[src/rtl/detector_sched_pkg.sv]
// Shared definitions for the detector scheduler: scheduler state codes and the
// "1110" Moore detector's pattern and state codes.
package detector_sched_pkg;

    localparam logic [2:0] SCHED_IDLE  = 3'd0;
    localparam logic [2:0] SCHED_CLEAR = 3'd1;
    localparam logic [2:0] SCHED_SHIFT = 3'd2;
    localparam logic [2:0] SCHED_DRAIN = 3'd3;
    localparam logic [2:0] SCHED_DONE  = 3'd4;

    typedef enum logic [2:0] {
        ST_IDLE  = SCHED_IDLE,
        ST_CLEAR = SCHED_CLEAR,
        ST_SHIFT = SCHED_SHIFT,
        ST_DRAIN = SCHED_DRAIN,
        ST_DONE  = SCHED_DONE
    } sched_state_t;

    // Detector looks for serial 1,1,1,0 (MSB first), overlapping, Moore output.
    localparam logic [3:0] DET_PATTERN     = 4'b1110;
    localparam int         DET_PATTERN_LEN = 4;

    localparam logic [2:0] DET_S0    = 3'd0;
    localparam logic [2:0] DET_S1    = 3'd1;
    localparam logic [2:0] DET_S11   = 3'd2;
    localparam logic [2:0] DET_S111  = 3'd3;
    localparam logic [2:0] DET_S1110 = 3'd4;

endpackage

[src/rtl/detector_sched_arb.sv]
// Two-requester round-robin arbiter; the pointer names the favoured requester
// and moves away from the winner only when a grant is accepted.
module rr_arb2 (
    input  logic       clk,
    input  logic       rst,
    input  logic [1:0] req,
    input  logic       accept,
    output logic [1:0] gnt
);

    logic ptr;

    always_ff @(posedge clk or negedge rst) begin
        if (!rst) begin
            ptr <= 1'b0;
        end else if (accept) begin
            ptr <= gnt[0];
        end
    end

    always_comb begin
        gnt    = 2'b00;
        gnt[0] = req[0] && (!req[1] || !ptr);
        gnt[1] = req[1] && (!req[0] ||  ptr);
    end

endmodule

[src/rtl/detector_sched.sv]
// Arbitrates two word requesters, streams the granted word MSB-first into a
// shared pattern detector and returns the number of detections in that word.
module detector_sched
    import detector_sched_pkg::*;
#(
    parameter int WIDTH = 8,
    parameter int CNT_W = 4
) (
    input  logic             clk,
    input  logic             rst,
    input  logic             req0_valid,
    input  logic [WIDTH-1:0] req0_data,
    output logic             req0_ready,
    input  logic             req1_valid,
    input  logic [WIDTH-1:0] req1_data,
    output logic             req1_ready,
    output logic             det_x,
    output logic             det_clr,
    input  logic             det_detected,
    output logic             res_valid,
    output logic             res_tag,
    output logic [CNT_W-1:0] res_count,
    input  logic             res_ready,
    output logic             busy
);

    localparam int IDX_W = (WIDTH > 1) ? $clog2(WIDTH) : 1;

    sched_state_t     state, state_nxt;
    logic [WIDTH-1:0] word;
    logic             tag;
    logic [IDX_W-1:0] idx;
    logic [CNT_W-1:0] count;
    logic [1:0]       gnt;
    logic             accept;

    function automatic logic [CNT_W-1:0] sat_inc(input logic [CNT_W-1:0] c);
        return (&c) ? c : c + CNT_W'(1);
    endfunction

    assign accept = (state == ST_IDLE) && (req0_valid || req1_valid);

    rr_arb2 u_arb (
        .clk    (clk),
        .rst    (rst),
        .req    ({req1_valid, req0_valid}),
        .accept (accept),
        .gnt    (gnt)
    );

    always_ff @(posedge clk or negedge rst) begin
        if (!rst) begin
            state <= ST_IDLE;
        end else begin
            state <= state_nxt;
        end
    end

    always_comb begin
        state_nxt = state;
        case (state)
            ST_IDLE:  if (accept)      state_nxt = ST_CLEAR;
            ST_CLEAR:                  state_nxt = ST_SHIFT;
            ST_SHIFT: if (idx == '0)   state_nxt = ST_DRAIN;
            ST_DRAIN:                  state_nxt = ST_DONE;
            ST_DONE:  if (res_ready)   state_nxt = ST_IDLE;
            default:                   state_nxt = ST_IDLE;
        endcase
    end

    // DRAIN exists so the flag produced by bit 0 is still counted.
    always_ff @(posedge clk or negedge rst) begin
        if (!rst) begin
            word  <= '0;
            tag   <= 1'b0;
            idx   <= '0;
            count <= '0;
        end else begin
            case (state)
                ST_IDLE: begin
                    if (accept) begin
                        word <= gnt[1] ? req1_data : req0_data;
                        tag  <= gnt[1];
                    end
                end
                ST_CLEAR: begin
                    count <= '0;
                    idx   <= IDX_W'(WIDTH - 1);
                end
                ST_SHIFT: begin
                    if (idx != '0) idx <= idx - IDX_W'(1);
                    if (det_detected) count <= sat_inc(count);
                end
                ST_DRAIN: begin
                    if (det_detected) count <= sat_inc(count);
                end
                default: ;
            endcase
        end
    end

    always_comb begin
        req0_ready = (state == ST_IDLE) && gnt[0];
        req1_ready = (state == ST_IDLE) && gnt[1];
        det_clr    = (state == ST_IDLE) || (state == ST_CLEAR);
        det_x      = (state == ST_SHIFT) ? word[idx] : 1'b0;
        busy       = (state != ST_IDLE);
        res_valid  = (state == ST_DONE);
        res_tag    = tag;
        res_count  = count;
    end

endmodule

[config.mk]
export PLATFORM = sky130hd
export DESIGN_NAME = detector_sched
export DESIGN_NICKNAME = d
export VERILOG_FILES = /design/src/rtl/detector_sched_pkg.sv /design/src/rtl/detector_sched_arb.sv /design/src/rtl/detector_sched.sv
export SDC_FILE = /design/constraint.sdc
export NUM_CORES = 1
export LEC_CHECK = 0
export ABC_AREA = 1
export BUFFER_PORTS_ARGS = -buffer_cell sky130_fd_sc_hd__buf_2
export CORE_AREA = 4 4 53 55
export CTS_CLUSTER_DIAMETER = 60
export DETAILED_ROUTE_END_ITERATION = 7
export DIE_AREA = 0 0 57 59
export PLACE_DENSITY = 0.87
export SYNTH_ARGS = -nofsm -noshare
export SYNTH_HDL_FRONTEND = slang
export SYNTH_HIERARCHICAL = 1
export SYNTH_SLANG_ARGS = --single-unit
export TNS_END_PERCENT = 10
[constraint.sdc]
create_clock -name clk -period 3.6 [get_ports clk]
set_input_delay 0.36 -clock clk [delete_from_list [all_inputs] [get_ports clk]]
set_output_delay 0.36 -clock clk [all_outputs]
set_load 0.01 [all_outputs]
# == After elaboration in Yosys (flattened, before gate mapping) ==
# Cells that the tools add are included.
# op_classes
addsub,2
eq_ne,10
mux,13
n_lt_le_gt_ge,1
n_reduce_logical,24
# op_table
operator,n
$pmux 3 s5,1
$mux 3,4
$mux 4,2
$mux 8,1
$ne 2x2->1 const B,4
$pmux 4 s2,1
$eq 3x2->1 const B,2
$logic_not 3->1,2
$pmux 3 s2,1
$reduce_and 3->1,2
$reduce_bool 3->1,2
$logic_and 1x1->1,5
$add 4x1->4 const B,1
$logic_or 1x1->1,4
$lt 3x4->1 const B,1
$ne 2x1->1 const B,2
$reduce_and 2->1,2
$reduce_and 4->1,1
$reduce_bool 2->1,2
$bmux 1 s3,1
$eq 3x1->1 const B,1
$eq 3x3->1 const B,1
$logic_not 1->1,3
$sub 3x1->3 const B,1
other kinds (2),3
# totals
input_bits,22
out_inout_bits,11
ff_bits,20

# == Depth between registers and ports, before layout ==
# Gate-level depths: netlist of run 1.
# depth
ltp_word,4
depth_mapped,9
depth_no_buf,8

# == Modules after synthesis ==
# Netlist of run 1, hierarchy kept.
# modules_own_cells
module,area_each_um2,cells_per_inst,seq_area_each_um2,n_inst
detector_sched,1186.1,159,475.5,1
rr_arb2,62.6,9,25.0,1

# == Least setup slack after synthesis of run 1 ==
# OpenSTA, ideal clock, no wires.
# synth_path
kind,input to output
start,input req1_valid
end,output req1_ready
t_arrival_ns,1.056
path_slack_ns,2.184
path_stages,4
cell_sequence,a21boi_1 > buf_4 > clkinv_1 > nor2_1
# synth_via
elab_chain_len,2
# synth_lines
item,line,text
"start, declared",detector_sched.sv:14,"input logic req1_valid,"
$logic_and 1x1->1,detector_sched_arb.sv:24,gnt[1] = req[1] && (!req[0] || ptr);
$logic_and 1x1->1,detector_sched.sv:104,req1_ready = (state == ST_IDLE) && gnt[1];
"end, declared",detector_sched.sv:16,"output logic req1_ready,"
# Every way passes these cells.

# == Worst setup path after layout of run 1 ==
# layout_path
start,register u_arb.ptr
end,output req1_ready
# layout_via
elab_chain_len,3
# layout_lines
item,line,text
"start, declared",detector_sched_arb.sv:11,logic ptr;
"start signal, assigned",detector_sched_arb.sv:17,ptr <= gnt[0];
$logic_or 1x1->1,detector_sched_arb.sv:24,
$logic_and 1x1->1,detector_sched_arb.sv:24,
named net gnt[1],detector_sched.sv:34,logic [1:0] gnt;
$logic_and 1x1->1,detector_sched.sv:104,
# The timed path passes the listed nets, and every way through them passes these cells.

==> results of run 1 <==
layout make-up:
cell class              count  area, µm²  area share [%]
well taps                  30       37.5            2.55
inverters                  22       85.1            5.78
repair buffers             34        178            12.1
flip-flops and latches     20        500            34.0
clock buffers               4       36.3            2.46
multi-input cells         124        636            43.2
path summary, 6_finish.rpt:
path | to | slack [ps] | cells after the start | startpoint
worst max-delay path | req1_ready | 1700 | 6 | u_arb/ptr$_DFFE_PN0P_
min in group asynchronous | word[1]$_DFFE_PN0P_ | 520 | 2 | rst
max in group asynchronous | idx[1]$_DFFE_PN0P_ | 2760 | 2 | rst
worst min-delay path | state[2]$_DFFE_PN0P_ | 310 | 4 | res_ready
worst min register to register | u_arb/ptr$_DFFE_PN0P_ | 530 | 2 | u_arb/ptr$_DFFE_PN0P_
worst max register to register | idx[1]$_DFFE_PN0P_ | 2160 | 7 | idx[0]$_DFFE_PN0P_
stage by stage:
stage	hold slack [ps]	area [µm²]	util [%]	setup WS, ps	std cells
after floorplan	64.4	1250	-	2180	168
after detailed placement	331	1430	59.7	1940	229
final	306	1470	61.7	1700	234
after global routing	339	1470	61.7	1590	234
after CTS	305	1470	61.7	1700	234
after global placement	325	1430	59.7	1980	229
worst max-delay path, delay by kind of cell, from the launching register on:
kind	cells	cell delay [ps]
buf+inv	4	580
flops	1	390
simple gates	1	150
compound gates	1	120
per-layer routing:
layer	GRT usage [%]	share of wire, %	up-vias
li1	-	-	598
met1	20.6	46	489
met2	27.1	49	18
met3	4.14	4.0	2
met4	1.99	0.62	0
met5	0	0	-
cells in the mapped netlist (all sizes together) (2+ instances only):
cell,number
buf,2
inv,21
nand2,75
dfrtp,20
nor2,9
o21ai,14
ha,3
nand3,16
flip-flops by register name, summed over array words and instances (netlist names):
| signal | count |
|---|---|
| state | 3 |
| word | 8 |
| res_tag | 1 |
| idx | 3 |
| u_arb/ptr | 1 |
| res_count | 4 |
kinds of logic (layout without fill, tap and decap cells):
family | count (synthesis) | count (layout) | synth area share [%]
simple gates | 103 | 103 | 37.2
buf+inv | 24 | 60 | 9.02
flops | 20 | 20 | 40.1
compound gates | 16 | 16 | 9.32
fa+ha+maj | 3 | 3 | 3.01
xor+xnor | 2 | 2 | 1.40
power by group through the flow:
stage	combinational [mW]	clock [mW]	sequential, mW
2_1_floorplan	0.544	0	0.397
3_3_place_gp	0.652	0	0.402
3_5_place_dp	0.666	0	0.409
4_1_cts	0.673	0.133	0.404
5_1_grt	0.764	0.142	0.417
6_report	0.665	0.131	0.405
what timing repair did:
action                                 4_1_cts  5_1_grt
endpoints found under the hold margin       16        0
hold buffers                                 1        0
setup buffers                                0        0
==> metrics.yaml, run 1 <==
sta:
  fmax_mhz: 526
  final_max_slew_viol_count: 0
  setup_viol_count_final: 0
  tns_ps: 0
  skew_ps: 4.76
  min_period_ps: 1900
  finalHoldViolations: 0
  rsz0062_at_grt: "false"
  tightest_slew_ps: 453
  fin_crit_sh_pct: 52.8
  relSlewSlack_pct: 69.7
drt:
  drtAntennaViolNets: 0
  drc: 0
  wl_per_cell_um: 10.4
  drt_iter0_markers: 16
  wl_um: 2430
  vias: 1107
  post_drt_via_cell_ratio: 4.73
  firstDrtPassIters: 4
clock_tree:
  clk_latency_ps: 300
  ctsResizeCount: 0
  cts_tree: "built"
  htree_levels: 1
  numClockSinks: 20
  cts.clk_slew.worst_paths_ps: 110
  cts_buffer_depth: 2
  cts_buffers: 3
  cts_root_buf: "clkbuf_4"
finish:
  n_antenna_cell: 0
  nFillCells: 249
  fin_nets: 230
  final_cell_mix: "nand2_1 (71), buf_2 (32), dfrtp_1 (20)"
  layout-drive-gt1-share_pct: 27.9
  area.growth.synth_to_final_pct: 17.9
  final_common_cell: "nand2_1"
floorplan:
  fp-row-count: 18
  die_w_um: 57
  start_util_pct: 52.3
  dieArea_mm2: 0.00336
  die_h_um: 59
  ios: 33
  core_mm2: 0.00239
synth:
  async_flop_share_pct: 100
  synth_edf_count: 0
  yosysSeqAreaShare_pct: 40.1
  yosysWarnings: 6
  synth_area_leaders: "dfrtp_1 (40%), nand2_1 (21%), nand3_1 (6.4%)"
  synth_area_mm2: 0.00125
  syn_inst: 168
  yosys_most_used_dff: "dfrtp_1"
  ys_types: 25
  yosys_register_bits: 20
  synth_largest_area_cell: "dfrtp_1"
  yosysTopAreaCellShare_pct: 40.1
  syn_nets: 193
  synth.avg_cell_area_um2: 7.43
power_and_ir_drop:
  pwr-share-comb_pct: 55.3
  switchingPower_uw: 574
  seq_power_share_pct: 33.7
  p_leak_nw: 0.840
  power_density_mw_per_mm2: 816
  p_int_uw: 628
  design_power_total_mw: 1.20
  power_switching_share_pct: 47.7
  clkPwrFrac_pct: 10.9
  vdd_drop_max_v: 0.000620
setup_path:
  worst_path_max_delay_cell: "dfrtp_1"
  path_class: "reg -> out"
  worstPathMaxFanout: 10
  arrival_ps: 1540
  required_ps: 3240
  endpoint_kind: "primary output"
  max_stage_delay_ps: 390
  crit_chain: "inv_1, a21boi_1, buf_4, clkinv_1, nor2_1, buf_2"
  startpoint_type: "register"
status:
  status: "finished clean"
global_route:
  first_global_vias: 1022
  antenna_found_initial: 0
  overflow: 0
  grt_usage_pct: 15.7
  grt_max_degree: 21
  grt_pass1_wl_um: 4240
placement:
  port-buffer-count: 32
  gp_congestion: 0.832
  dp_hpwl_um: 1910
hold_path:
  hold_class: "in -> reg"
flow_run:
  cap_violations: 0
No activity file was read; power rests on OpenSTA's default activity.
==> run 2: changes to the inputs <==
CORE_AREA = 4 4 55 57   (was 4 4 53 55)
DIE_AREA = 0 0 59 61   (was 0 0 57 59)
PLACE_DENSITY = 0.82   (was 0.87)
clock period = 1.9 ns   (was 3.6 ns; I/O delays follow)
==> metrics.yaml, run 2 (synthesis results as in run 1) <==
placement:
  dp_hpwl_um: 1830  # -3.9%
  placed_cells: 229  # unchanged
  gp_congestion: 0.800  # -3.9%
  place_ws_ps: 546  # -1390 ps
  port-buffer-count: 32  # unchanged
drt:
  wl_met2_um: 1080  # -8.8%
  vias: 1106  # -0.090%
  post_drt_via_cell_ratio: 4.73  # about the same
  dr_wl_met3_um: 93  # -5.1%
  wl_met1_um: 1090  # -2.8%
  drt_iter0_markers: 30  # +14
  drc: 0  # unchanged
  top_layer_used: "met4"
  wl_per_cell_um: 9.86  # -4.9%
  wl_um: 2310  # -4.9%
  firstDrtPassIters: 4  # unchanged
  drtAntennaViolNets: 0  # unchanged
clock_tree:
  cts_buffers: 3  # unchanged
  cts_root_buf: "clkbuf_4"
  ctsResizeCount: 0  # unchanged
  cts_tree: "built"
  cts_hold_repair.buffers: 1  # unchanged
  cts_buffer_depth: 2  # unchanged
  cts_setup_buffers: 0  # unchanged
  numClockSinks: 20  # unchanged
  htree_levels: 1  # unchanged
  cts.clk_slew.worst_paths_ps: 120  # about the same
  clk_latency_ps: 310  # about the same
sta:
  finalHoldViolations: 0  # unchanged
  fin_crit_sh_pct: 85.1
  relSlewSlack_pct: 69.4  # -0.30 points
  min_period_ps: 1620
  final_max_slew_viol_count: 0  # unchanged
  rsz0062_at_grt: "false"
  timing.final.ws_setup_ps: 283  # -1410 ps
  setup_viol_count_final: 0  # unchanged
  tightest_slew_ps: 458  # +4.54 ps
  fmax_mhz: 618
  skew_ps: 11.9  # +7.11 ps
  tns_ps: 0  # unchanged
setup_path:
  arrival_ps: 1430  # -110 ps
  endpoint_kind: "primary output"
  worstPathMaxFanout: 9  # -1
  startpoint_type: "register"
  r2r_slack_ps: 510  # -1650 ps
  reg2reg_depth: 7  # unchanged
  r2r_start: "idx[0]$_DFFE_PN0P_"
  timing.rr.end: "idx[2]$_DFFE_PN0P_"
  required_ps: 1710  # -1530 ps
  path_class: "reg -> out"
hold_path:
  worstHoldStart: "req0_valid"
  hold_class: "in -> reg"
  hold_path_end: "u_arb/ptr$_DFFE_PN0P_"
  min_path_cells: 3  # -1
power_and_ir_drop:
  design_power_total_mw: 2.36  # +96%
  power_density_mw_per_mm2: 1580  # +94%
  p_leak_nw: 0.847  # +0.83%
  vdd_drop_max_v: 0.00119  # +91%
flow_run:
  cap_violations: 0  # unchanged
global_route:
  grt_usage_pct: 15.3  # -0.41 points
  grt_max_degree: 21  # unchanged
  antenna_found_initial: 0  # unchanged
  first_global_vias: 1014  # -0.78%
  overflow: 0  # unchanged
  grt_pass1_wl_um: 4180  # -1.3%
floorplan:
  ios: 33  # unchanged
  fp-row-count: 18  # unchanged
  die_h_um: 61  # +3.4%
  core_mm2: 0.00248  # +3.8%
  start_util_pct: 50.4  # -1.9 points
  dieArea_mm2: 0.00360  # +7.0%
  die_w_um: 59  # +3.5%
finish:
  regMostFlops: "word"
  final_cell_mix: "nand2_1 (71), buf_2 (32), dfrtp_1 (20)"
  n_antenna_cell: 0  # unchanged
  final_common_cell: "nand2_1"
  layout-drive-gt1-share_pct: 27.9  # unchanged
  area.growth.synth_to_final_pct: 19.2
  instances_no_fill: 234  # unchanged
  fin_nets: 230  # unchanged
  largest_reg_flops: 8  # unchanged
status:
  status: "finished clean"
-- run 2: cell types whose count changed in the layout (fill, tap and decap cells not counted), sizes merged --
cell / change
clkbuf: -1
bufinv: +1
-- run 2: final cells by class --
cell class,count,area (µm²)
well taps,30,37.5
fillers,250,988
repair buffers,34,178
clock buffers,3,22.5
clock inverters,1,30.0
flip-flops and latches,20,500
inverters,22,85.1
multi-input cells,124,636
-- run 2: worst max-delay path by stage --
stage / cells past startpoint / start / end
floorplan: 9 / state[0]$_DFFE_PN0P_ / u_arb/ptr$_DFFE_PN0P_
global placement: 7 / idx[0]$_DFFE_PN0P_ / idx[0]$_DFFE_PN0P_
detailed placement: 7 / idx[0]$_DFFE_PN0P_ / idx[2]$_DFFE_PN0P_
CTS: 5 / u_arb/ptr$_DFFE_PN0P_ / req1_ready
global route: 5 / u_arb/ptr$_DFFE_PN0P_ / req1_ready
finish: 5 / u_arb/ptr$_DFFE_PN0P_ / req1_ready
-- run 2: where the power goes --
| group | switching [mW] | internal, mW |
|---|---|---|
| registers | 0.144 | 0.612 |
| logic | 0.789 | 0.463 |
| clock network | 0.137 | 0.214 |
| total | 1.07 | 1.29 |
-- run 2: metrics by stage --
step | util, % | cell area, µm² | hold WS, ps
finish | 60.1 | 1490 | 127
global route | 60.1 | 1490 | 121
CTS | 60.1 | 1490 | 118
detailed placement | 57.6 | 1430 | 161
global placement | 57.6 | 1430 | 162
floorplan | - | 1250 | -106
-- run 2: metal layers --
layer | vias to the layer above | track usage, %
met2 | 13 | 24.4
li1 | 599 | -
met5 | - | 0
met1 | 489 | 19.4
met3 | 5 | 4.68
met4 | 0 | 6.15
-- run 2: critical path, cell delays in order (launching register included) --
cell,delay [ps]
dfrtp_1,390
inv_1,40
a21boi_1,160
clkinv_1,240
nor2_1,150
buf_2,140
==> run 3: changes to the inputs <==
ABC_AREA = not set   (was 1)
PLACE_DENSITY = 0.81   (was 0.82)
RECOVER_POWER = 50   (was not set)
==> metrics.yaml, run 3 <==
status:
  status: "finished clean"
synth:
  yosys_most_used_dff: "dfrtp_1"
  synth_area_leaders: "dfrtp_1 (41%), mux2i_1 (9.0%), a21oi_1 (4.9%)"
  yosys_register_bits: 20  # unchanged
  synth_area_mm2: 0.00123  # -1.8%
  synth_common_cells: "dfrtp_1 (20), nor2_1 (15), a21oi_1 (12), mux2i_1 (11), nand2_1 (7)"
  syn_inst: 124  # -26%
  syn_nets: 149  # -23%
  yosysTopAreaCellShare_pct: 40.8  # +0.74 points
  yosysSeqAreaShare_pct: 40.8  # +0.74 points
  yosysWarnings: 6  # unchanged
  async_flop_share_pct: 100  # unchanged
  synth_edf_count: 0  # unchanged
  synth.avg_cell_area_um2: 9.89  # +33%
  synth.most_common_cell: "dfrtp_1"
  synth_largest_area_cell: "dfrtp_1"
  ys_types: 37  # +48%
floorplan:
  dieArea_mm2: 0.00360  # unchanged
  ios: 33  # unchanged
  die_w_um: 59  # unchanged
  die_h_um: 61  # unchanged
  fp-row-count: 18  # unchanged
  core_mm2: 0.00248  # unchanged
  start_util_pct: 49.5  # -0.91 points
setup_path:
  startpoint_type: "register"
  required_ps: 1710  # about the same
  endpoint_kind: "primary output"
  r2r_start: "idx[1]$_DFFE_PN0P_"
  worstPathMaxFanout: 6  # -3
  path_class: "reg -> out"
  crit_path_start: "idx[0]$_DFFE_PN0P_"
  arrival_ps: 1670  # +240 ps
sta:
  tns_ps: 0  # unchanged
  fin_crit_sh_pct: 97.9  # +13 points
  final_max_slew_viol_count: 0  # unchanged
  finalHoldViolations: 0  # unchanged
  min_period_ps: 1860  # +242 ps
  hold_ws_ps: 58.4  # -68.3 ps
  skew_ps: 5.65  # -6.22 ps
  fmax_mhz: 538  # -13%
  relSlewSlack_pct: 27.3  # -42 points
  rsz0062_at_grt: "true"
  setup_viol_count_final: 0  # unchanged
  tightest_slew_ps: 1090  # +633 ps
  timing.final.ws_setup_ps: 40.6  # -242 ps
drt:
  post_drt_via_cell_ratio: 5.58  # +18%
  firstDrtPassIters: 4  # unchanged
  drt_iter0_markers: 41  # +37%
  wl_per_cell_um: 13.6  # +38%
  vias: 1055  # -4.6%
  drtAntennaViolNets: 0  # unchanged
  wl_um: 2570  # +11%
  drc: 0  # unchanged
clock_tree:
  clk_latency_ps: 310  # about the same
  cts_buffer_depth: 2  # unchanged
  cts.clk_slew.worst_paths_ps: 120  # about the same
  cts_buffers: 3  # unchanged
  cts_root_buf: "clkbuf_4"
  cts_tree: "built"
  numClockSinks: 20  # unchanged
  htree_levels: 1  # unchanged
global_route:
  grt_usage_pct: 15.2  # -0.083 points
  grt_pass1_wl_um: 4230  # +1.1%
  overflow: 0  # unchanged
  first_global_vias: 1000  # -1.4%
  grt_max_degree: 21  # unchanged
  antenna_found_initial: 0  # unchanged
placement:
  dp_hpwl_um: 1930  # +5.3%
  port-buffer-count: 32  # unchanged
  placed_cells: 181  # -21%
  gp_congestion: 0.804  # +0.56%
  place_ws_ps: 301  # -245 ps
hold_path:
  worstHoldStart: "res_ready"
  hold_class: "in -> reg"
power_and_ir_drop:
  power_density_mw_per_mm2: 1580  # -0.52%
  vdd_drop_max_v: 0.00106  # -10%
  p_leak_nw: 0.701  # -17%
finish:
  area.growth.synth_to_final_pct: 19.3  # about the same
  largest_reg_flops: 8  # unchanged
  final_cell_mix: "buf_2 (27), dfrtp_1 (19), nor2_1 (15)"
  regMostFlops: "word"
  fin_nets: 185  # -20%
  nFillCells: 237  # -5.2%
  n_antenna_cell: 0  # unchanged
  final_common_cell: "buf_2"
  layout-drive-gt1-share_pct: 30.2  # +2.2 points
  instances_no_fill: 189  # -19%
flow_run:
  cap_violations: 0  # unchanged
[run 3: area by class of cell]
class                      count  area [µm²]  area share, %
clock inverter                 1        30.0           2.05
clock buffer                   3        22.5           1.54
tap                           30        37.5           2.57
timing repair buffer          39         209           14.3
inverter                       5        18.8           1.28
sequential                    20         502           34.3
multi-input combinational     91         643           44.0
[run 3: logic make-up (layout without fill, tap and decap cells)]
kind of cell	Yosys count	count (layout)	synth area share, %
simple gates	44	44	20.0
mux	15	15	13.3
compound gates	28	28	15.3
xor+xnor	1	1	0.714
flops	20	20	40.8
buf+inv	13	48	6.84
fa+ha+maj	3	3	3.06
[run 3: metrics by stage]
step | power [mW] | utilization (%) | area, µm²
floorplan | 1.69 | - | 1230
global placement | 1.86 | 55.8 | 1380
detailed placement | 1.92 | 55.8 | 1380
CTS | 2.28 | 58.3 | 1450
global route | 2.49 | 59.0 | 1460
finish | 2.31 | 59.0 | 1460
[run 3: final timing paths]
| kind | end | slack [ps] | depth (start not counted) |
|---|---|---|---|
| worst max register to register | idx[0]$_DFFE_PN0P_ | 350 | 6 |
| min in group asynchronous | res_count[0]$_DFFE_PN0P_ | 590 | 2 |
| max in group asynchronous | idx[0]$_DFFE_PN0P_ | 590 | 2 |
| worst max-delay path | det_x | 40 | 4 |
| worst min register to register | res_tag$_DFFE_PN0P_ | 530 | 1 |
| worst min-delay path | state[2]$_DFFE_PN0P_ | 60 | 2 |
[run 3: what timing repair did]
item / in CTS / in global routing
hold endpoints to repair: 20 / 0
cloned: 0 / 0
pin swaps: 0 / 1
hold buffers: 1 / 0
setup buffers: 0 / 3
resized for setup: 1 / 1
setup endpoints to repair: 1 / 1
[run 3: worst max-delay path, cell delays in order, from the launching register on]
cell and delay [ps]:
dfrtp_2 470, mux2_4 310, o311a_1 270, and3_1 160
buf_2 140
[run 3: routing by layer]
layer,routed length [µm],global-route usage [%]
met1,1010,17.9
met2,1360,28.7
met3,161,2.55
met4,36,3.88
met5,0,0
[run 3: power breakdown]
group          total (mW)  internal, mW  switching, mW
registers           0.829         0.610          0.219
logic                1.13         0.559          0.569
clock network       0.349         0.213          0.135
